===== src/rtl/fcl_fp_pkg.sv =====
// Shared types and constants for the fcl_fp engine and its layer scheduler.
package fcl_fp_pkg;
    localparam int PARALLEL_NUM = 4;
    localparam int ACC_WIDTH    = 32;
    localparam int WAW          = 12;
    localparam int MAX_NEURON   = 1024;
    localparam int MAX_LAYERS   = 8;
    localparam int ENGINE_LAT   = 1;
    localparam int NW           = $clog2(MAX_NEURON + 1);
    localparam int LW           = $clog2(MAX_LAYERS);
    localparam int SW           = $clog2(ACC_WIDTH);
    localparam int DW           = (ENGINE_LAT > 1) ? $clog2(ENGINE_LAT) : 1;

    typedef enum logic [2:0] {
        S_IDLE,
        S_CLR,
        S_ACC,
        S_DRAIN,
        S_WB,
        S_DONE
    } sched_state_t;

    typedef struct packed {
        logic [NW-1:0] in_num;
        logic [NW-1:0] out_num;
        logic [SW-1:0] shift;
    } layer_cfg_t;

    // Number of PARALLEL_NUM-wide output groups; widened so out_num+3 cannot wrap.
    function automatic logic [NW-1:0] group_count(input logic [NW-1:0] out_num);
        logic [NW:0] t;
        t = {1'b0, out_num} + (NW+1)'(PARALLEL_NUM - 1);
        return NW'(t / (NW+1)'(PARALLEL_NUM));
    endfunction
endpackage


===== src/rtl/fcl_fp_layer_sched_if.sv =====
// Host/config, weight-read and engine/buffer bus of the layer scheduler.
// FCL_SCHED_PERF_EN adds the perf_cycles/perf_stalls counters.
interface fcl_fp_layer_sched_if;
    import fcl_fp_pkg::*;

    logic            cfg_we;
    logic [LW-1:0]   cfg_idx;
    logic [NW-1:0]   cfg_in_num;
    logic [NW-1:0]   cfg_out_num;
    logic [SW-1:0]   cfg_shift;
    logic [LW:0]     num_layers;
    logic            start;
    logic            busy;
    logic            done;
    logic            w_req;
    logic [WAW-1:0]  w_addr;
    logic            w_vld;
    logic            mac_run;
    logic            mac_en;
    logic [SW-1:0]   shift;
    logic [NW-1:0]   rd_addr;
    logic            rd_bank;
    logic            wb_en;
    logic [NW-1:0]   wb_addr;
    logic            wb_bank;
`ifdef FCL_SCHED_PERF_EN
    logic [31:0]     perf_cycles;
    logic [31:0]     perf_stalls;

    modport master (
        input  cfg_we, cfg_idx, cfg_in_num, cfg_out_num, cfg_shift, num_layers, start, w_vld,
        output busy, done, w_req, w_addr, mac_run, mac_en, shift, rd_addr, rd_bank,
               wb_en, wb_addr, wb_bank, perf_cycles, perf_stalls
    );
    modport slave (
        output cfg_we, cfg_idx, cfg_in_num, cfg_out_num, cfg_shift, num_layers, start, w_vld,
        input  busy, done, w_req, w_addr, mac_run, mac_en, shift, rd_addr, rd_bank,
               wb_en, wb_addr, wb_bank, perf_cycles, perf_stalls
    );
`else
    modport master (
        input  cfg_we, cfg_idx, cfg_in_num, cfg_out_num, cfg_shift, num_layers, start, w_vld,
        output busy, done, w_req, w_addr, mac_run, mac_en, shift, rd_addr, rd_bank,
               wb_en, wb_addr, wb_bank
    );
    modport slave (
        output cfg_we, cfg_idx, cfg_in_num, cfg_out_num, cfg_shift, num_layers, start, w_vld,
        input  busy, done, w_req, w_addr, mac_run, mac_en, shift, rd_addr, rd_bank,
               wb_en, wb_addr, wb_bank
    );
`endif
endinterface


===== src/rtl/fcl_fp_sched_cfg.sv =====
// Per-layer configuration table: one write port, combinational read of the active layer.
module fcl_fp_sched_cfg
    import fcl_fp_pkg::*;
(
    input  logic          clk,
    input  logic          rst,
    input  logic          we,
    input  logic [LW-1:0] wr_idx,
    input  layer_cfg_t    wr_data,
    input  logic [LW-1:0] rd_idx,
    output layer_cfg_t    rd_data
);
    layer_cfg_t cfg_q [MAX_LAYERS];

    always_ff @(posedge clk) begin
        if (rst) begin
            for (int i = 0; i < MAX_LAYERS; i++) cfg_q[i] <= '0;
        end else if (we) begin
            cfg_q[wr_idx] <= wr_data;
        end
    end

    assign rd_data = cfg_q[rd_idx];
endmodule


===== src/rtl/fcl_fp_layer_sched.sv =====
// Layer/group/input sequencer for one fcl_fp engine.
// Optional FCL_SCHED_PERF_EN adds saturating busy-cycle and stall counters.
//
// state   | meaning
// IDLE    | waiting for start
// CLR     | clear engine accumulators, load layer shift
// ACC     | stream in_num weight words, one per w_vld
// DRAIN   | wait ENGINE_LAT cycles for engine output
// WB      | capture output group, pick next group/layer
// DONE    | one-cycle done pulse
module fcl_fp_layer_sched
    import fcl_fp_pkg::*;
(
    input  logic                 clk,
    input  logic                 rst,
    fcl_fp_layer_sched_if.master bus
);
    sched_state_t   state;
    logic [LW:0]    layers_q;
    logic [LW-1:0]  layer;
    logic [NW-1:0]  grp;
    logic [NW-1:0]  in_cnt;
    logic [DW-1:0]  drain_cnt;
    logic [WAW-1:0] w_addr_q;
    logic [SW-1:0]  shift_q;
    logic [NW-1:0]  wb_addr_q;
    logic           busy_q, done_q, w_req_q, mac_run_q, rd_bank_q, wb_en_q, wb_bank_q;

    layer_cfg_t     wr_cfg, cur;
    logic [NW-1:0]  n_grp, grp_nxt;
    logic [LW:0]    layer_nxt;
    logic           start_ok;

    assign wr_cfg    = '{in_num: bus.cfg_in_num, out_num: bus.cfg_out_num, shift: bus.cfg_shift};
    assign n_grp     = group_count(cur.out_num);
    assign grp_nxt   = grp + NW'(1);
    assign layer_nxt = {1'b0, layer} + (LW+1)'(1);
    assign start_ok  = (state == S_IDLE) && bus.start && (bus.num_layers != '0);

    // Table is frozen while a run is in flight.
    fcl_fp_sched_cfg u_cfg (
        .clk     (clk),
        .rst     (rst),
        .we      (bus.cfg_we & ~busy_q),
        .wr_idx  (bus.cfg_idx),
        .wr_data (wr_cfg),
        .rd_idx  (layer),
        .rd_data (cur)
    );

    always_ff @(posedge clk) begin
        if (rst) begin
            state     <= S_IDLE;
            layers_q  <= '0;
            layer     <= '0;
            grp       <= '0;
            in_cnt    <= '0;
            drain_cnt <= '0;
            w_addr_q  <= '0;
            shift_q   <= '0;
            wb_addr_q <= '0;
            busy_q    <= 1'b0;
            done_q    <= 1'b0;
            w_req_q   <= 1'b0;
            mac_run_q <= 1'b0;
            rd_bank_q <= 1'b0;
            wb_en_q   <= 1'b0;
            wb_bank_q <= 1'b0;
        end else begin
            done_q  <= 1'b0;
            wb_en_q <= 1'b0;
            case (state)
                S_IDLE: begin
                    if (start_ok) begin
                        layers_q  <= bus.num_layers;
                        layer     <= '0;
                        grp       <= '0;
                        in_cnt    <= '0;
                        w_addr_q  <= '0;
                        rd_bank_q <= 1'b0;
                        busy_q    <= 1'b1;
                        mac_run_q <= 1'b0;
                        state     <= S_CLR;
                    end else if (bus.start) begin
                        done_q <= 1'b1;
                    end
                end
                S_CLR: begin
                    shift_q   <= cur.shift;
                    mac_run_q <= 1'b1;
                    if (cur.in_num == '0) begin
                        drain_cnt <= DW'(ENGINE_LAT - 1);
                        state     <= S_DRAIN;
                    end else begin
                        w_req_q <= 1'b1;
                        state   <= S_ACC;
                    end
                end
                S_ACC: begin
                    if (bus.w_vld) begin
                        in_cnt   <= in_cnt + NW'(1);
                        w_addr_q <= w_addr_q + WAW'(1);
                        if (in_cnt == cur.in_num - NW'(1)) begin
                            w_req_q   <= 1'b0;
                            drain_cnt <= DW'(ENGINE_LAT - 1);
                            state     <= S_DRAIN;
                        end
                    end
                end
                S_DRAIN: begin
                    if (drain_cnt == '0) begin
                        wb_en_q   <= 1'b1;
                        wb_addr_q <= grp;
                        wb_bank_q <= ~rd_bank_q;
                        state     <= S_WB;
                    end else begin
                        drain_cnt <= drain_cnt - DW'(1);
                    end
                end
                S_WB: begin
                    in_cnt    <= '0;
                    mac_run_q <= 1'b0;
                    if (grp_nxt < n_grp) begin
                        grp   <= grp_nxt;
                        state <= S_CLR;
                    end else if (layer_nxt < layers_q) begin
                        layer     <= layer_nxt[LW-1:0];
                        grp       <= '0;
                        rd_bank_q <= ~rd_bank_q;
                        state     <= S_CLR;
                    end else begin
                        busy_q <= 1'b0;
                        done_q <= 1'b1;
                        state  <= S_DONE;
                    end
                end
                S_DONE: state <= S_IDLE;
                default: state <= S_IDLE;
            endcase
        end
    end

    assign bus.busy    = busy_q;
    assign bus.done    = done_q;
    assign bus.w_req   = w_req_q;
    assign bus.w_addr  = w_addr_q;
    assign bus.mac_run = mac_run_q;
    assign bus.mac_en  = w_req_q & bus.w_vld;
    assign bus.shift   = shift_q;
    assign bus.rd_addr = in_cnt;
    assign bus.rd_bank = rd_bank_q;
    assign bus.wb_en   = wb_en_q;
    assign bus.wb_addr = wb_addr_q;
    assign bus.wb_bank = wb_bank_q;

`ifdef FCL_SCHED_PERF_EN
    logic [31:0] perf_cycles_q, perf_stalls_q;

    always_ff @(posedge clk) begin
        if (rst || start_ok) begin
            perf_cycles_q <= '0;
            perf_stalls_q <= '0;
        end else begin
            if (busy_q && perf_cycles_q != '1)
                perf_cycles_q <= perf_cycles_q + 32'd1;
            if (state == S_ACC && !bus.w_vld && perf_stalls_q != '1)
                perf_stalls_q <= perf_stalls_q + 32'd1;
        end
    end

    assign bus.perf_cycles = perf_cycles_q;
    assign bus.perf_stalls = perf_stalls_q;
`endif
endmodule


===== src/flat_wrapper.sv =====
// flat-port wrapper written by rule: the top's interface ports become plain ports
module fcl_fp_layer_sched_flat import fcl_fp_pkg::*;
  (clk, rst, bus_cfg_we, bus_cfg_idx, bus_cfg_in_num, bus_cfg_out_num, bus_cfg_shift, bus_num_layers, bus_start, bus_w_vld, bus_busy, bus_done, bus_w_req, bus_w_addr, bus_mac_run, bus_mac_en, bus_shift, bus_rd_addr, bus_rd_bank, bus_wb_en, bus_wb_addr, bus_wb_bank);
  fcl_fp_layer_sched_if bus_i ();
  input  logic clk;
  input  logic rst;
  input wire logic [$bits(bus_i.cfg_we)-1:0] bus_cfg_we;
  input wire logic [$bits(bus_i.cfg_idx)-1:0] bus_cfg_idx;
  input wire logic [$bits(bus_i.cfg_in_num)-1:0] bus_cfg_in_num;
  input wire logic [$bits(bus_i.cfg_out_num)-1:0] bus_cfg_out_num;
  input wire logic [$bits(bus_i.cfg_shift)-1:0] bus_cfg_shift;
  input wire logic [$bits(bus_i.num_layers)-1:0] bus_num_layers;
  input wire logic [$bits(bus_i.start)-1:0] bus_start;
  input wire logic [$bits(bus_i.w_vld)-1:0] bus_w_vld;
  output wire logic [$bits(bus_i.busy)-1:0] bus_busy;
  output wire logic [$bits(bus_i.done)-1:0] bus_done;
  output wire logic [$bits(bus_i.w_req)-1:0] bus_w_req;
  output wire logic [$bits(bus_i.w_addr)-1:0] bus_w_addr;
  output wire logic [$bits(bus_i.mac_run)-1:0] bus_mac_run;
  output wire logic [$bits(bus_i.mac_en)-1:0] bus_mac_en;
  output wire logic [$bits(bus_i.shift)-1:0] bus_shift;
  output wire logic [$bits(bus_i.rd_addr)-1:0] bus_rd_addr;
  output wire logic [$bits(bus_i.rd_bank)-1:0] bus_rd_bank;
  output wire logic [$bits(bus_i.wb_en)-1:0] bus_wb_en;
  output wire logic [$bits(bus_i.wb_addr)-1:0] bus_wb_addr;
  output wire logic [$bits(bus_i.wb_bank)-1:0] bus_wb_bank;
  assign bus_i.cfg_we = bus_cfg_we;
  assign bus_i.cfg_idx = bus_cfg_idx;
  assign bus_i.cfg_in_num = bus_cfg_in_num;
  assign bus_i.cfg_out_num = bus_cfg_out_num;
  assign bus_i.cfg_shift = bus_cfg_shift;
  assign bus_i.num_layers = bus_num_layers;
  assign bus_i.start = bus_start;
  assign bus_i.w_vld = bus_w_vld;
  assign bus_busy = bus_i.busy;
  assign bus_done = bus_i.done;
  assign bus_w_req = bus_i.w_req;
  assign bus_w_addr = bus_i.w_addr;
  assign bus_mac_run = bus_i.mac_run;
  assign bus_mac_en = bus_i.mac_en;
  assign bus_shift = bus_i.shift;
  assign bus_rd_addr = bus_i.rd_addr;
  assign bus_rd_bank = bus_i.rd_bank;
  assign bus_wb_en = bus_i.wb_en;
  assign bus_wb_addr = bus_i.wb_addr;
  assign bus_wb_bank = bus_i.wb_bank;
  fcl_fp_layer_sched u_core (.clk(clk), .rst(rst), .bus(bus_i));
endmodule

===== config.mk =====
export PLATFORM = sky130hd
export DESIGN_NAME = fcl_fp_layer_sched_flat
export DESIGN_NICKNAME = d
export VERILOG_FILES = /design/src/rtl/fcl_fp_pkg.sv /design/src/rtl/fcl_fp_layer_sched_if.sv /design/src/rtl/fcl_fp_sched_cfg.sv /design/src/rtl/fcl_fp_layer_sched.sv /design/src/flat_wrapper.sv
export SDC_FILE = /design/constraint.sdc
export NUM_CORES = 1
export LEC_CHECK = 0
export ABC_AREA = 0
export BUFFER_PORTS_ARGS = -buffer_cell sky130_fd_sc_hd__buf_2
export CORE_UTILIZATION = 35
export CTS_CLUSTER_SIZE = 14
export DETAILED_ROUTE_END_ITERATION = 7
export PLACE_DENSITY = 0.56
export RECOVER_POWER = 25
export SYNTH_ARGS = -nofsm -noshare
export SYNTH_HDL_FRONTEND = slang
export SYNTH_SLANG_ARGS = --single-unit

===== constraint.sdc =====
create_clock -name clk -period 5.8 [get_ports clk]
set_clock_uncertainty 0.15 [all_clocks]
set_input_delay 1.16 -clock clk [delete_from_list [all_inputs] [get_ports clk]]
set_output_delay 1.16 -clock clk [all_outputs]
set_load 0.02 [all_outputs]

==> summary.md <==
| Metric | Value |
|---|---|
| Final WS setup | `1060 ps` |
| Sink Count | `286` |
| CTS root buf | `clkbuf_16` |
| Yosys warns | `0` |
| Flip-flop and latch count after synthesis | `286` |
| RSZ-0062 raised after global routing | `false` |
| Worst skew pair latency | `about 560 ps` |
| Worst-Margin Slew | `around 2100 ps` |
| Inst Count DP | `approximately 1.6k` |
| Count leader, synth | `and2_1` |
| Crit. End Element | `register` |
| Postcts setup bufs | `0` |
| Final Power | `between 4 and 5 mW` |
| GR Overflow Total | `0` |
| Sw Ratio | `0.230` |
| CTS Hold Bufs | `0` |
| PD cells | `between 200 and 300 nW/um^2` |
| Sequential fraction of the synthesis area | `0.587` |
| M3 GR Usage | `0.0310` |
| Final ANT Viol Nets | `0` |
| Sequential cell area | `~7900 um^2` |
| Syn Inst Count | `between 1k and 1.5k` |
| PostCTS Resize Cnt | `0` |
| VDD IR-drop max | `approximately 190 uV` |
| Largest net degree at the start of global routing | `47` |
| Gr usage total | `0.172` |
| Reg power frac | `0.518` |
| DP Area | `14500 um^2` |
| Final Util | `0.407` |
| Post-synth cell types | `71` |
| Final count of hold timing violations | `0` |
| FILL cells | `~3.6k` |
| Violated checks | `capacitance limit, slew limit` |
| 1st-iter DRT viols | `about 500` |
| Max_cap viols | `3` |
| Grt met2 use | `0.285` |
| Reg clk slew, reported paths | `about 60 ps` |
| Synth top cells by count | `and2_1 (227), edfxtp_1 (216), dfxtp_1 (70), nand2_1 (66), nor2_1 (61)` |
| Mapped cell area | `about 13000 um^2` |
| Yosys top cell by area | `edfxtp_1` |
| Clk pwr share | `0.418` |
| DP Worst Slack | `1100 ps` |
| CTS tree | `built` |
| P_sw | `between 1 and 1.5 mW` |
| GR Layer Usage met1 | `0.239` |
| Slew HR | `-0.429` |
| Post-synth EDFFs | `~220` |
| GPL Wtd Cong | `between 0.7 and 0.8` |
| DIE WIDTH | `just under 200 um` |
| Row count | `between 70 and 80` |
| Longest Clk Path Bufs | `3` |
| Synth area leaders | `edfxtp_1 (48%), and2_1 (11%), dfxtp_1 (10%)` |
| Slew Limit Fails | `between 100 and 150` |
| Min-Delay Path Class | `register to register` |
| Setup-failing EPs final | `0` |
| Final hold slack | `around 310 ps` |
| Top Ports | `86` |
| # port buffers | `85` |
| Post-layout minimum cycle time | `around 4700 ps` |
| Htree depth | `1` |
| Fin cells | `~1.7k` |
| Mapped Avg Cell Area | `about 13 um^2` |
| Combinational cell fraction of total power | `0.064` |
| Number of buffers created by CTS | `31` |
| Fin crit share | `0.817` |
| Setup crit start kind | `register` |
| R2R depth | `15` |
| Post-layout instance area | `approximately 15000 um^2` |
| Outcome | `finished, violations left` |
| Post-DR vias/cell | `4.93` |
| Post-Route WL | `33.1 mm` |
| CORE AREA | `roughly 38000 um^2` |
| Crit path arrival time | `5040 ps` |
| Drt pass-1 iters | `4` |
| Static Leak | `approximately 5.4 nW` |
| Initial Util | `0.356` |
| DRC | `0` |
| HPWL Detailed | `a little over 20 mm` |
| Antenna violations before repair | `4` |
| Vert. Die Dim | `approximately 200 um` |
| P&R area growth vs syn | `14.3%` |
| Die area | `39200 um^2` |
| Routed WL per cell | `a little under 20 um` |
| Reg2Reg Setup Slack | `approximately 1100 ps` |
| Layout net count | `1188` |
| Crit path kind | `register to register` |
| Vias in the first global route | `8277` |
| Worst EP required | `6100 ps` |
| Int Pwr | `approximately 3.4 mW` |
| First-pass GRT wire length | `51.0 mm` |
| Critical path fanouts, max | `34` |
| Syn_nets | `1105` |
| Yosys top cell area share | `0.483` |
| Layout cells sized above 1 | `0.148` |
| Final setup TNS | `0 ps` |
| Multi-input logic area | `approximately 5400 um^2` |
| Async set-or-reset flop fraction in the synthesized netlist | `0` |
| Via count | `around 8.2k` |
| Primary FF master, synth | `edfxtp_1` |
| GR peak layer | `met2` |
| Fmax | `approximately 210 MHz` |
==> per-layer routing <==
metal  share of wire  up-vias
li1                -     3972
met1            0.47     4022
met2            0.46      174
met3           0.053       39
met4           0.010        8
met5          0.0015        -
==> critical path, stage by stage (launching register included) <==
cell and delay, ps:
dfxtp_4 760, mux4_1 360, mux2i_1 130, or4b_1 650, nor4_2 250, nand2_1 140, nor2_1 160, nand2_1 80
ha_1 290, nand2_1 70, or3_1 380, a221oi_2 310, nor3_2 80, buf_4 200, or4_1 440, a21oi_1 150
==> worst min path at each step <==
stage                                                   start  cells after the start                                  end
after floorplan                   u_core.grp[10]$_SDFFE_PP0P_                      2  u_core.bus.wb_addr[10]$_SDFFE_PP0P_
after global placement     u_core.bus.wb_addr[3]$_SDFFE_PP0P_                      2   u_core.bus.wb_addr[3]$_SDFFE_PP0P_
after detailed placement   u_core.bus.wb_addr[4]$_SDFFE_PP0P_                      2   u_core.bus.wb_addr[4]$_SDFFE_PP0P_
after CTS                  u_core.bus.wb_addr[4]$_SDFFE_PP0P_                      2   u_core.bus.wb_addr[4]$_SDFFE_PP0P_
after global routing      u_core.bus.wb_addr[10]$_SDFFE_PP0P_                      2  u_core.bus.wb_addr[10]$_SDFFE_PP0P_
final                     u_core.bus.wb_addr[10]$_SDFFE_PP0P_                      2  u_core.bus.wb_addr[10]$_SDFFE_PP0P_
==> layout make-up <==
| class | count | area share |
|---|---|---|
| Sequential cell | 286 | 0.514 |
| Multi-Input combinational cell | 704 | 0.350 |
| Clock buffer | 37 | 0.0520 |
| Tap cell | 511 | 0.0416 |
| Timing Repair Buffer | 100 | 0.0303 |
| Clock inverter | 19 | 0.00937 |
| Inverter | 8 | 0.00196 |
| Antenna cell | 1 | 0.000163 |
==> kinds of logic (layout without fill, tap and decap cells) <==
| kind of cell | count (synthesis) | count (layout) | share of synthesized area |
|---|---|---|---|
| XOR/XNOR | 42 | 42 | 0.0284 |
| flip-flops | 286 | 286 | 0.587 |
| AND/OR/NAND/NOR | 443 | 443 | 0.184 |
| AO/OA/AOI/OAI | 118 | 118 | 0.0565 |
| buffers and inverters | 58 | 164 | 0.0210 |
| multiplexers | 83 | 83 | 0.106 |
| adder cells (fa/ha/maj) | 18 | 18 | 0.0168 |
| other | 0 | 1 | 0 |
==> registers in the layout (all words and copies together), names as in the netlist, named ones only <==
name                flops
u_core.u_cfg.cfg_q    216
u_core.bus.w_addr      12
u_core.bus.rd_addr     11
u_core.bus.wb_addr     11
u_core.grp             11
u_core.bus.shift        5
u_core.layers_q         4
u_core.layer            3
u_core.state            3
u_core.bus.busy         1
u_core.bus.done         1
u_core.bus.mac_run      1
u_core.bus.rd_bank      1
u_core.bus.w_req        1
u_core.bus.wb_bank      1
u_core.bus.wb_en        1
==> power groups by stage <==
stage	clock [mW]	sequential, mW	combinational, mW
floorplan	0	2.35	0.170
global placement	0	2.35	0.291
detailed placement	0	2.36	0.294
CTS	1.90	2.31	0.295
global route	1.99	2.32	0.314
finish	1.86	2.31	0.286
==> cells in the final DEF (no fill, tap or decap), types with 3 or more instances in the layout <==
cell / instances
nor2_1: 55
nand3_1: 13
ha_1: 18
dfxtp_1: 67
nor2_4: 5
a21oi_1: 42
o21a_1: 5
edfxtp_1: 216
mux2_2: 4
o21ai_0: 16
or3_1: 11
xnor2_1: 22
buf_2: 39
mux2i_1: 33
clkbuf_1: 56
clkinvlp_4: 3
and3_1: 9
clkbuf_16: 31
nand2_1: 66
nor3_1: 14
a21o_1: 4
or2_2: 10
and2_0: 28
nand4_1: 6
inv_1: 7
and2_1: 199
mux4_1: 5
a211oi_1: 7
xor2_1: 19
nand2b_1: 7
clkinv_1: 11
buf_4: 11
o21ai_4: 6
mux4_2: 38
a22oi_1: 12
Power figures use the tool's default switching activity.
